### src/rtl/demux_vc.sv
// demux_vc: 1-to-4 word demultiplexer with a single-word hold stage.
// The top two bits of each word select the destination; a paused
// destination parks the word in a hold register until its pause clears.
module demux_vc #(
    parameter int unsigned DATA_W = 10
) (
    input  logic              clk,
    input  logic              reset,
    input  logic              state,
    input  logic              valid_in,
    input  logic [DATA_W-1:0] data_in,
    input  logic [3:0]        pause,
    output logic              stall,
    output logic [DATA_W-1:0] Out0,
    output logic [DATA_W-1:0] Out1,
    output logic [DATA_W-1:0] Out2,
    output logic [DATA_W-1:0] Out3,
    output logic [3:0]        push,
    output logic [7:0]        word_count
);

    typedef enum logic {
        IDLE = 1'b0,
        HOLD = 1'b1
    } fsm_t;

    fsm_t              fsm_q, fsm_d;
    logic [DATA_W-1:0] hold_data_q, hold_data_d;
    logic [1:0]        hold_dest_q, hold_dest_d;
    logic [DATA_W-1:0] out_q [4];
    logic [DATA_W-1:0] out_d [4];
    logic [3:0]        push_q, push_d;
    logic [7:0]        word_count_q, word_count_d;

    logic [1:0]        in_dest;
    logic              accept;

    assign in_dest = data_in[DATA_W-1:DATA_W-2];

    // Input is refused while a word is held, while paused by mode, or in reset
    always_comb begin
        stall  = (fsm_q == HOLD) || !state || reset;
        accept = valid_in && !stall;
    end

    // Next-state: route the accepted word, park it, or release the held word
    always_comb begin
        fsm_d       = fsm_q;
        hold_data_d = hold_data_q;
        hold_dest_d = hold_dest_q;
        out_d       = out_q;
        push_d      = '0;

        case (fsm_q)
            IDLE: begin
                if (accept) begin
                    if (!pause[in_dest]) begin
                        out_d[in_dest]  = data_in;
                        push_d[in_dest] = 1'b1;
                    end else begin
                        hold_data_d = data_in;
                        hold_dest_d = in_dest;
                        fsm_d       = HOLD;
                    end
                end
            end
            HOLD: begin
                // Release depends only on the held destination's pause, not on mode
                if (!pause[hold_dest_q]) begin
                    out_d[hold_dest_q]  = hold_data_q;
                    push_d[hold_dest_q] = 1'b1;
                    fsm_d               = IDLE;
                end
            end
            default: fsm_d = IDLE;
        endcase

        word_count_d = word_count_q + {7'b0, |push_d};
    end

    // State and output registers with synchronous reset
    always_ff @(posedge clk) begin
        if (reset) begin
            fsm_q        <= IDLE;
            hold_data_q  <= '0;
            hold_dest_q  <= '0;
            for (int unsigned i = 0; i < 4; i++) begin
                out_q[i] <= '0;
            end
            push_q       <= '0;
            word_count_q <= '0;
        end else begin
            fsm_q        <= fsm_d;
            hold_data_q  <= hold_data_d;
            hold_dest_q  <= hold_dest_d;
            for (int unsigned i = 0; i < 4; i++) begin
                out_q[i] <= out_d[i];
            end
            push_q       <= push_d;
            word_count_q <= word_count_d;
        end
    end

    assign Out0       = out_q[0];
    assign Out1       = out_q[1];
    assign Out2       = out_q[2];
    assign Out3       = out_q[3];
    assign push       = push_q;
    assign word_count = word_count_q;

endmodule

### config.mk
export PLATFORM = sky130hd
export DESIGN_NAME = demux_vc
export DESIGN_NICKNAME = d
export VERILOG_FILES = /design/src/rtl/demux_vc.sv
export SDC_FILE = /design/constraint.sdc
export NUM_CORES = 1
export LEC_CHECK = 0
export CORE_UTILIZATION = 30
export CTS_CLUSTER_DIAMETER = 150
export CTS_CLUSTER_SIZE = 16
export DETAILED_ROUTE_END_ITERATION = 6
export GPL_TIMING_DRIVEN = 0
export HOLD_SLACK_MARGIN = 0.12
export MAX_ROUTING_LAYER = met4
export PLACE_DENSITY = 0.58
export SLEW_MARGIN = 20
export SYNTH_ARGS = -nofsm -noshare
export SYNTH_HDL_FRONTEND = slang
export SYNTH_SLANG_ARGS = --single-unit
### constraint.sdc
create_clock -name clk -period 3.3 [get_ports clk]
set_input_delay 0.825 -clock clk [delete_from_list [all_inputs] [get_ports clk]]
set_output_delay 0.825 -clock clk [all_outputs]
set_load 0.01 [all_outputs]
Yosys cells after proc, flatten, opt, wreduce, memory -nomap -nowiden
Index checks and enable logic that the tools add are counted.
W data, S select, Z words.
Operators by class
  add/subtract/negate cells: 1
  $lt $le $gt $ge: 8
  equality and inequality tests: 3
  multiplexer cells: 26
  bitwise logic cells: 3
  reduce and logical (&&, ||, !) cells: 12
Operator list (number)
  $mux W40: 3
  $bwmux W40: 2
  $pmux W40 S2: 1
  $demux W10 S2: 2
  $mux W10: 2
  $mux W4: 3
  $add A8 B1 Y8: 1
  $pmux W4 S2: 1
  $mux W1: 7
  $ge A3 B3 Y1 const B: 2
  $lt A2 B3 Y1 const B: 2
  $lt A3 B1 Y1 const B: 2
  $ne A2 B2 Y1 const B: 3
  $not A2 Y3: 2
  $reduce_and A3 Y1: 2
  $logic_and A1 B1 Y1: 5
  $bmux W1 S2: 2
  $demux W1 S2: 2
  $ge A2 B1 Y1 const B: 2
  $reduce_or A4 Y1: 1
  $logic_not A1 Y1: 2
  $logic_or A1 B1 Y1: 2
  $pmux W1 S2: 1
  $not A1 Y1: 1
Storage, ports and cells
  bits in registers: 65
  bits of input ports: 18
  output and inout port bits: 53

Logic depth before layout (Yosys ltp)
Gate-level depths: netlist (run 1).
  depth after elaboration: 9
  mapped depth: 9

Worst setup path after synthesis (run 1)
Ideal clock, no wire load.
  path kind: input to register
  start: in pause[0]
  end: reg word_count_q[5], in the netlist word_count[5]
  setup time: 0.128 ns
  arrival: 2.593 ns
  required time: 3.172 ns
  setup slack: 0.580 ns
  stages: 9
  buffers on the path: 2
  cell sequence: clkbuf_1 -> mux4_1 -> clkbuf_1 -> o22ai_1 -> ha_1 -> and3_1 -> nand3_1 -> xor2_1 -> nor2_1
Between the ends
  longest elaborated chain between the ends: 7
RTL lines
  start, declared: RTL line 12  | input logic [3:0] pause,
  $bmux W1 S2: RTL line 57  | if (!pause[in_dest]) begin
  $mux W1 (not written as such): RTL line 57
  $mux W4: RTL line 57
  $mux W4: RTL line 56  | if (accept) begin
  $pmux W4 S2 (*): RTL line 54  | case (fsm_q)
  $reduce_or A4 Y1 (*): RTL line 78  | word_count_d = word_count_q + {7'b0, |push_d};
  $add A8 B1 Y8 (*): RTL line 78
  end signal, assigned: RTL line 100  | word_count_q <= word_count_d;
  end, declared: RTL line 33  | logic [7:0] word_count_q, word_count_d;
Mark *: on every way between the ends. The rest lies on a longest branch, timed or not. The select of a mux whose other input is x is not followed.
A chain may end at the register's enable or synchronous reset.

Worst setup path in the final report (run 1)
  start: in data_in[8]
  end: reg word_count_q[7], in the netlist word_count[7]
Between the ends
  longest elaborated chain between the ends: 9
RTL lines
  start, declared: RTL line 11  | input logic [DATA_W-1:0] data_in,
  $lt A2 B3 Y1 (not written as such) or $ge A2 B1 Y1 (tied branches): RTL line 59  | push_d[in_dest] = 1'b1;
  $logic_and A1 B1 Y1 (not written as such): RTL line 59
  $mux W1 (not written as such): RTL line 59
  $demux W1 S2: RTL line 59
  $mux W4 (*): RTL line 57
  $mux W4 (*): RTL line 56
  $pmux W4 S2 (*): RTL line 54
  $reduce_or A4 Y1 (*): RTL line 78
  $add A8 B1 Y8 (*): RTL line 78
Marked as above.

==> implementation parameters, run 1 <==
Parameter                              Value

Yosys
  Unique masters post-synth ... 43
  Post-synthesis register bit count ... 62
  Sequential fraction of the synthesis area ... 44.4%
  Number of synthesized flops with an enable pin ... 0
  Synth warn ... 0
  Syn Area/Cell ... 9.38 um^2
  Synth Flop Type ... sky130_fd_sc_hd__dfxtp_1
  Mapped Cells ... 298
  Synthesized Nets ... 318
  Async SR Flop Fraction ... 0%
  Post-synth design cell area ... 2800 um^2

Routing
  Total via count after detailed routing ... 2631
  Number of nets still failing antenna checks after routing ... 0
  Avg Vias per Cell ... 5.37
  Detailed Route Iter0 Violations ... 149
  Post-detailed-routing wire length ... 7.87 mm
  Drt wl/cell ... 16.1 um
  First-pass DRT Iterations ... 7
  Drc violations ... 4

Timing
  Total negative setup slack ... 0 ns
  Fin crit share ... 94.2%
  Minimum hold slack ... 0.456 ns
  Final setup vio count ... 0
  Slew headroom ... 60.1%
  Worst Max-Slew Pin Slew ... 0.599 ns
  Maximum clock frequency ... 322 MHz
  Least setup slack across all paths after layout ... 0.191 ns
  Tmin final ... 3.11 ns
  RSZ-0062 raised after global routing ... false
  Max Slew Vio Count ... 0
  Final clock skew ... 0.00716 ns
  Number of failing hold endpoints at the final stage ... 0

Power
  Net switching fraction of the power ... 23.6%
  P_int ... 1.26 mW
  Power Dens Cells ... 430 nW/um^2
  Largest vdd supply drop ... 0.211 mV
  Share of power burned in registers ... 46.3%
  Clock group share of total power ... 44.9%
  Power consumption ... 1.65 mW
  Power spent charging and discharging nets ... 389 uW
  Comb power frac ... 8.8%
  Leakage dissipation ... 1.29 nW

Min path
  Worst hold path class ... reg -> reg

Floorplanning
  Height of the chip ... 98.5 um
  Die outline area ... 9710 um^2
  IO Pins ... 71
  Placeable core region ... 8890 um^2
  Initial core utilization ... 31.4%
  Width of the die ... 98.5 um
  Site row count ... 34

Finish
  Most common library cell in the layout ignoring fill and taps ... sky130_fd_sc_hd__clkdlybuf4s50_1
  Diodes inserted ... 0
  Area occupied by multi-input gates ... 1370 um^2
  Nets ... 397
  FF+latch area ... 1240 um^2
  Synthesis-to-layout area growth ... 37.1%
  Final-layout fill cell count ... 895
  Layout cells sized above 1 ... 14.4%
  Cell area after layout ... 3830 um^2
  Top library cells by usage in the layout, fill and taps aside ... sky130_fd_sc_hd__clkdlybuf4s50_1, sky130_fd_sc_hd__dfxtp_1, sky130_fd_sc_hd__a21oi_1

Clock network
  Worst skew pair latency ... 0.34 ns
  Hold-fix buffers, CTS ... 0
  Number of levels in the clock H-tree ... 3
  Sink Count ... 62
  Buffer type at the clock tree root ... sky130_fd_sc_hd__clkbuf_8
  CTS max path bufs ... 2
  Clock slew seen by the registers of the worst setup and hold paths ... 0.07 ns
  Setup fix buffers added after clock tree synthesis ... 0
  CTS Buf Count ... 9
  CTS tree ... built

Worst setup path
  Total buffers and inverters traversed by the critical path ... 1
  Critical Path Start Type ... input pin
  Series of cell instances along the critical path ... clkdlybuf4s50_1 > mux4_1 > o22ai_1 > ha_1 > and3_1 > nand3_1 > xor2_1 > nor2_1
  CP max stage cell ... sky130_fd_sc_hd__mux4_1
  Data required time at the worst endpoint ... 3.52 ns
  Cell family contributing the most delay on the critical path ... multiplexers
  Kind of capture point of the worst setup path ... flip-flop
  Crit path DAT ... 3.33 ns
  CP max stage delay ... 0.85 ns
  Largest fanout of any net on the critical path ... 13
  Critical setup path kind ... in -> reg

Status
  Status ... finished, violations left
  Failing checks ... design-rule violations

Place
  Number of input and output port buffers inserted ... 69
  HPWL after detailed placement ... 5.83 mm
  Pre-CTS setup slack ... -0.240 ns
  Post-placement cell area ... 3620 um^2
  Routability congestion estimate ... 0.845

Global routing
  Overflow left after global routing ... 0
  Initial antenna violation count ... 0
  First-pass GRT wire length ... 12.8 mm
  Total global routing track utilization ... 17.5%
  Vias in the first global route ... 2545
  Pin count of the biggest net entering global routing ... 11

Run
  MaxCap Viol Count ... 0
power groups by stage:
stage / Combinational, mW / Clock (mW) / Sequential (mW)
6_report: 0.146 / 0.740 / 0.763
3_3_place_gp: 0.143 / 0 / 0.780
4_1_cts: 0.146 / 0.754 / 0.763
2_1_floorplan: 0.0826 / 0 / 0.780
3_5_place_dp: 0.146 / 0 / 0.780
5_1_grt: 0.160 / 0.790 / 0.763
worst reg2reg max path, stage by stage, from the launching register on:
cell	delay, ns
sky130_fd_sc_hd__dfxtp_1	0.46
sky130_fd_sc_hd__mux4_2	0.60
sky130_fd_sc_hd__o22ai_1	0.20
sky130_fd_sc_hd__ha_1	0.21
sky130_fd_sc_hd__and3_1	0.23
sky130_fd_sc_hd__nand3_1	0.11
sky130_fd_sc_hd__xor2_1	0.14
sky130_fd_sc_hd__nor2_1	0.05
cell families (layout without fill, tap and decap cells):
logic type | after synthesis | after routing | synth area share, %
multiplexers | 2 | 2 | 1.75
buffers and inverters | 34 | 118 | 6.76
flip-flops | 62 | 62 | 44.4
AND/OR/NAND/NOR | 92 | 92 | 18.8
XOR/XNOR | 6 | 6 | 1.88
adder cells (fa/ha/maj) | 2 | 2 | 0.895
AO/OA/AOI/OAI | 100 | 100 | 25.6
cell usage after synthesis, drive strengths merged (2+ instances only):
cell     n  area [um^2]
a211oi   8         60.1
nor3b    4         35.0
nand2   13         48.8
dfxtp   62         1240
a31o    16          140
mux4     2         48.8
inv      4         15.0
nor2    11         41.3
o21ai    8         40.0
a32oi    8         70.1
nor3     2         15.0
buf     12         76.3
or3      8         50.1
a22oi   24          180
clkbuf  18         97.6
nor4    16          100
and3     5         33.8
a21oi   31          159
xor2     4         35.0
nand3   15         75.1
nor2b   12         75.1
or2      2         12.5
xnor2    2         17.5
ha       2         25.0
layout make-up:
cell class / instances / share of cell area [%]
Timing Repair Buffer: 69 / 18.0
Sequential cell: 62 / 32.4
Clock inverter: 4 / 1.83
Buffer: 29 / 4.44
Tap cell: 108 / 3.53
Clock buffer: 12 / 3.79
Inverter: 4 / 0.392
Multi-Input combinational cell: 202 / 35.6
metal layers:
metal	track usage (%)	share of wire (%)	vias up
met5	-	0	-
met4	7.12	1.3	0
met3	3.26	5.3	8
met2	26.6	45	78
met1	22.8	48	1254
li1	-	-	1291
worst paths after layout:
kind / slack, ns / cells after the start / startpoint / endpoint
max: 0.19 / 8 / data_in[8] / word_count[7]$_SDFF_PP0_
min: 0.46 / 2 / Out2[9]$_SDFFE_PP0P_ / Out2[9]$_SDFFE_PP0P_
max reg2reg: 1.19 / 7 / hold_data_q[8]$_SDFFE_PP0P_ / word_count[7]$_SDFF_PP0_
min reg2reg: 0.46 / 2 / Out2[9]$_SDFFE_PP0P_ / Out2[9]$_SDFFE_PP0P_
registers in the layout (all words and copies together) (netlist names):
register,count
fsm_q,1
Out2,10
Out3,9
Out1,10
word_count,8
Out0,10
push,4
hold_data_q,10
metrics by stage:
step                std cells  utilization [%]
detailed placement        475             40.7
floorplan                 298                -
global route              490             43.1
global placement          475             40.7
finish                    490             43.1
CTS                       491             43.1
timing repair:
action | CTS | global route
gates resized for setup | 0 | 0
hold endpoints to repair | 0 | 0
endpoints found under the setup margin | 0 | 4
Note: power is estimated with default switching activity, not from simulation.
==> inputs of run 2 (changes only) <==
Settings changed: RECOVER_POWER from default to 100, TNS_END_PERCENT from default to 20.
==> run 2 against run 1 <==
The flow still finishes with violations (design-rule violations). Core utilization decreased by 0.37 points. Design area fell by 0.85%. Global-route usage unchanged. Clock skew barely moved. Critical path type unchanged. Highest routed layer unchanged.
==> implementation parameters, run 2 (synthesized netlist as in run 1, its figures left out) <==
Parameter                              Value

Status
  Status ... finished, violations left
  Failing checks ... design-rule violations

Finish
  Most common library cell in the layout ignoring fill and taps ... sky130_fd_sc_hd__dfxtp_1
  Synthesis-to-layout area growth ... 35.9%
  Cell area after layout ... 3800 um^2 (-0.85%)
  Nets ... 397 (unchanged)
  Diodes inserted ... 0 (unchanged)
  Top library cells by usage in the layout, fill and taps aside ... sky130_fd_sc_hd__dfxtp_1, sky130_fd_sc_hd__dlygate4sd3_1, sky130_fd_sc_hd__a21oi_1
  Layout cells sized above 1 ... 12.8% (-1.6 points)
  Final Util ... 42.7% (-0.37 points)

Min path
  Terminating pin of the worst hold path ... Out2[9]$_SDFFE_PP0P_
  Worst hold path stage count ... 2 (unchanged)
  Worst hold path class ... reg -> reg
  Worst hold path startpoint ... Out2[9]$_SDFFE_PP0P_

Floorplanning
  Initial core utilization ... 31.4% (unchanged)
  Die outline area ... 9710 um^2 (unchanged)
  Width of the die ... 98.5 um (unchanged)
  Site row count ... 34 (unchanged)
  Placeable core region ... 8890 um^2 (unchanged)
  IO Pins ... 71 (unchanged)
  Height of the chip ... 98.5 um (unchanged)

Clock network
  CTS Buf Count ... 9 (unchanged)
  Cells resized by post-CTS repair ... 0 (unchanged)
  Setup fix buffers added after clock tree synthesis ... 0 (unchanged)
  Buffer type at the clock tree root ... sky130_fd_sc_hd__clkbuf_8
  Worst skew pair latency ... 0.34 ns (about the same)
  Hold-fix buffers, CTS ... 0 (unchanged)
  CTS tree ... built
  Clock slew seen by the registers of the worst setup and hold paths ... 0.07 ns (about the same)
  CTS max path bufs ... 2 (unchanged)
  Number of levels in the clock H-tree ... 3 (unchanged)
  Sink Count ... 62 (unchanged)

Worst setup path
  Critical Path Start Type ... input pin
  Critical setup path kind ... in -> reg
  Data required time at the worst endpoint ... 3.51 ns (about the same)
  Worst R2R Setup Slack ... 0.90 ns (-0.29 ns)
  Largest fanout of any net on the critical path ... 13 (unchanged)
  FF-to-FF End ... Out1[7]$_SDFFE_PP0P_
  Critical R2R Launch ... hold_data_q[8]$_SDFFE_PP0P_
  Path depth of the worst reg2reg path ... 5 (-2)
  Crit path DAT ... 3.30 ns (-0.03 ns)
  Kind of capture point of the worst setup path ... flip-flop

Global routing
  First-pass GRT wire length ... 12.8 mm (unchanged)
  Overflow left after global routing ... 0 (unchanged)
  Total global routing track utilization ... 17.5% (unchanged)
  Vias in the first global route ... 2545 (unchanged)
  Initial antenna violation count ... 0 (unchanged)
  Pin count of the biggest net entering global routing ... 11 (unchanged)

Timing
  Max Slew Vio Count ... 0 (unchanged)
  Slew headroom ... 49.1% (-11 points)
  Fin crit share ... 93.5% (-0.67 points)
  Tmin final ... 3.09 ns (-0.0220 ns)
  Least setup slack across all paths after layout ... 0.213 ns (+0.0220 ns)
  Worst Max-Slew Pin Slew ... 0.764 ns (+0.165 ns)
  Final clock skew ... 0.00684 ns (-0.000318 ns)
  Maximum clock frequency ... 324 MHz (+0.71%)
  Final setup vio count ... 0 (unchanged)
  Number of failing hold endpoints at the final stage ... 0 (unchanged)
  Total negative setup slack ... 0 ns (unchanged)
  RSZ-0062 raised after global routing ... false

Place
  Routability congestion estimate ... 0.845 (unchanged)
  Post-placement cell area ... 3620 um^2 (unchanged)
  HPWL after detailed placement ... 5.83 mm (unchanged)
  Pre-CTS setup slack ... -0.240 ns (unchanged)
  Number of input and output port buffers inserted ... 69 (unchanged)

Routing
  Drt wl/cell ... 16.1 um (about the same)
  Number of nets still failing antenna checks after routing ... 0 (unchanged)
  Post-detailed-routing wire length ... 7.87 mm (about the same)
  Total via count after detailed routing ... 2601 (-1.1%)
  Drc violations ... 4 (unchanged)
  Avg Vias per Cell ... 5.31 (-1.1%)
  First-pass DRT Iterations ... 6 (-1)
  Detailed Route Iter0 Violations ... 126 (-15%)

Power
  Power consumption ... 1.65 mW (-0.17%)
  Power Dens Cells ... 433 nW/um^2 (+0.68%)
  Leakage dissipation ... 1.46 nW (+13%)
  Largest vdd supply drop ... 0.210 mV (-0.55%)

Run
  MaxCap Viol Count ... 0 (unchanged)
[run 2: cell types whose count changed in the layout (fill, tap and decap cells not counted), moves of 2 or more]
cell and change:
sky130_fd_sc_hd__dlygate4sd3_1 +55, sky130_fd_sc_hd__clkbuf_1 +4, sky130_fd_sc_hd__buf_2 -5, sky130_fd_sc_hd__clkdlybuf4s50_1 -55, sky130_fd_sc_hd__clkbuf_2 +2
[run 2: worst max-delay path, cell delays in order]
cell	delay, ns
sky130_fd_sc_hd__clkdlybuf4s50_1	0.60
sky130_fd_sc_hd__mux4_1	0.82
sky130_fd_sc_hd__o32ai_2	0.52
sky130_fd_sc_hd__and2_0	0.21
sky130_fd_sc_hd__clkbuf_2	0.22
sky130_fd_sc_hd__a211oi_1	0.11
[run 2: routing by layer]
layer,track usage [%],vias up,wire length (um)
met5,-,-,0
met4,7.12,0,99
met3,3.26,8,404
met2,26.6,70,3570
met1,22.8,1238,3800
li1,-,1285,-
[run 2: layout make-up]
cell class,count,area (um^2)
fill,905,5090
inverter,4,15.0
clock inverter,4,70.1
buffer,29,159
multi-input combinational,202,1340
sequential,62,1240
tap,108,135
timing repair buffer,69,691
clock buffer,12,145
[run 2: worst max path at each step]
| stage | start | endpoint | cells after the start |
|---|---|---|---|
| final | data_in[8] | Out1[7]$_SDFFE_PP0P_ | 6 |
| after CTS | pause[0] | word_count[7]$_SDFF_PP0_ | 10 |
| after floorplan | pause[0] | word_count[5]$_SDFF_PP0_ | 9 |
| after global placement | data_in[8] | word_count[7]$_SDFF_PP0_ | 9 |
| after detailed placement | pause[0] | word_count[7]$_SDFF_PP0_ | 10 |
| after global routing | pause[0] | Out1[1]$_SDFFE_PP0P_ | 7 |
[run 2: power by group]
| part | internal [mW] | switching (mW) |
|---|---|---|
| registers | 0.756 | 0.00706 |
| clock network | 0.444 | 0.298 |
| logic | 0.0571 | 0.0838 |
| total | 1.26 | 0.389 |
[run 2: stage by stage]
step / hold WS [ns] / instances
floorplan: 0.470 / 298
global placement: 0.441 / 475
detailed placement: 0.436 / 475
CTS: 0.455 / 491
global route: 0.480 / 490
finish: 0.453 / 490
==> inputs of run 3 (changes only) <==
Settings changed: HOLD_SLACK_MARGIN 0.12 to default.
==> results of run 3 <==
Same layout as run 2: the final DEF is identical, and so are final timing and power.
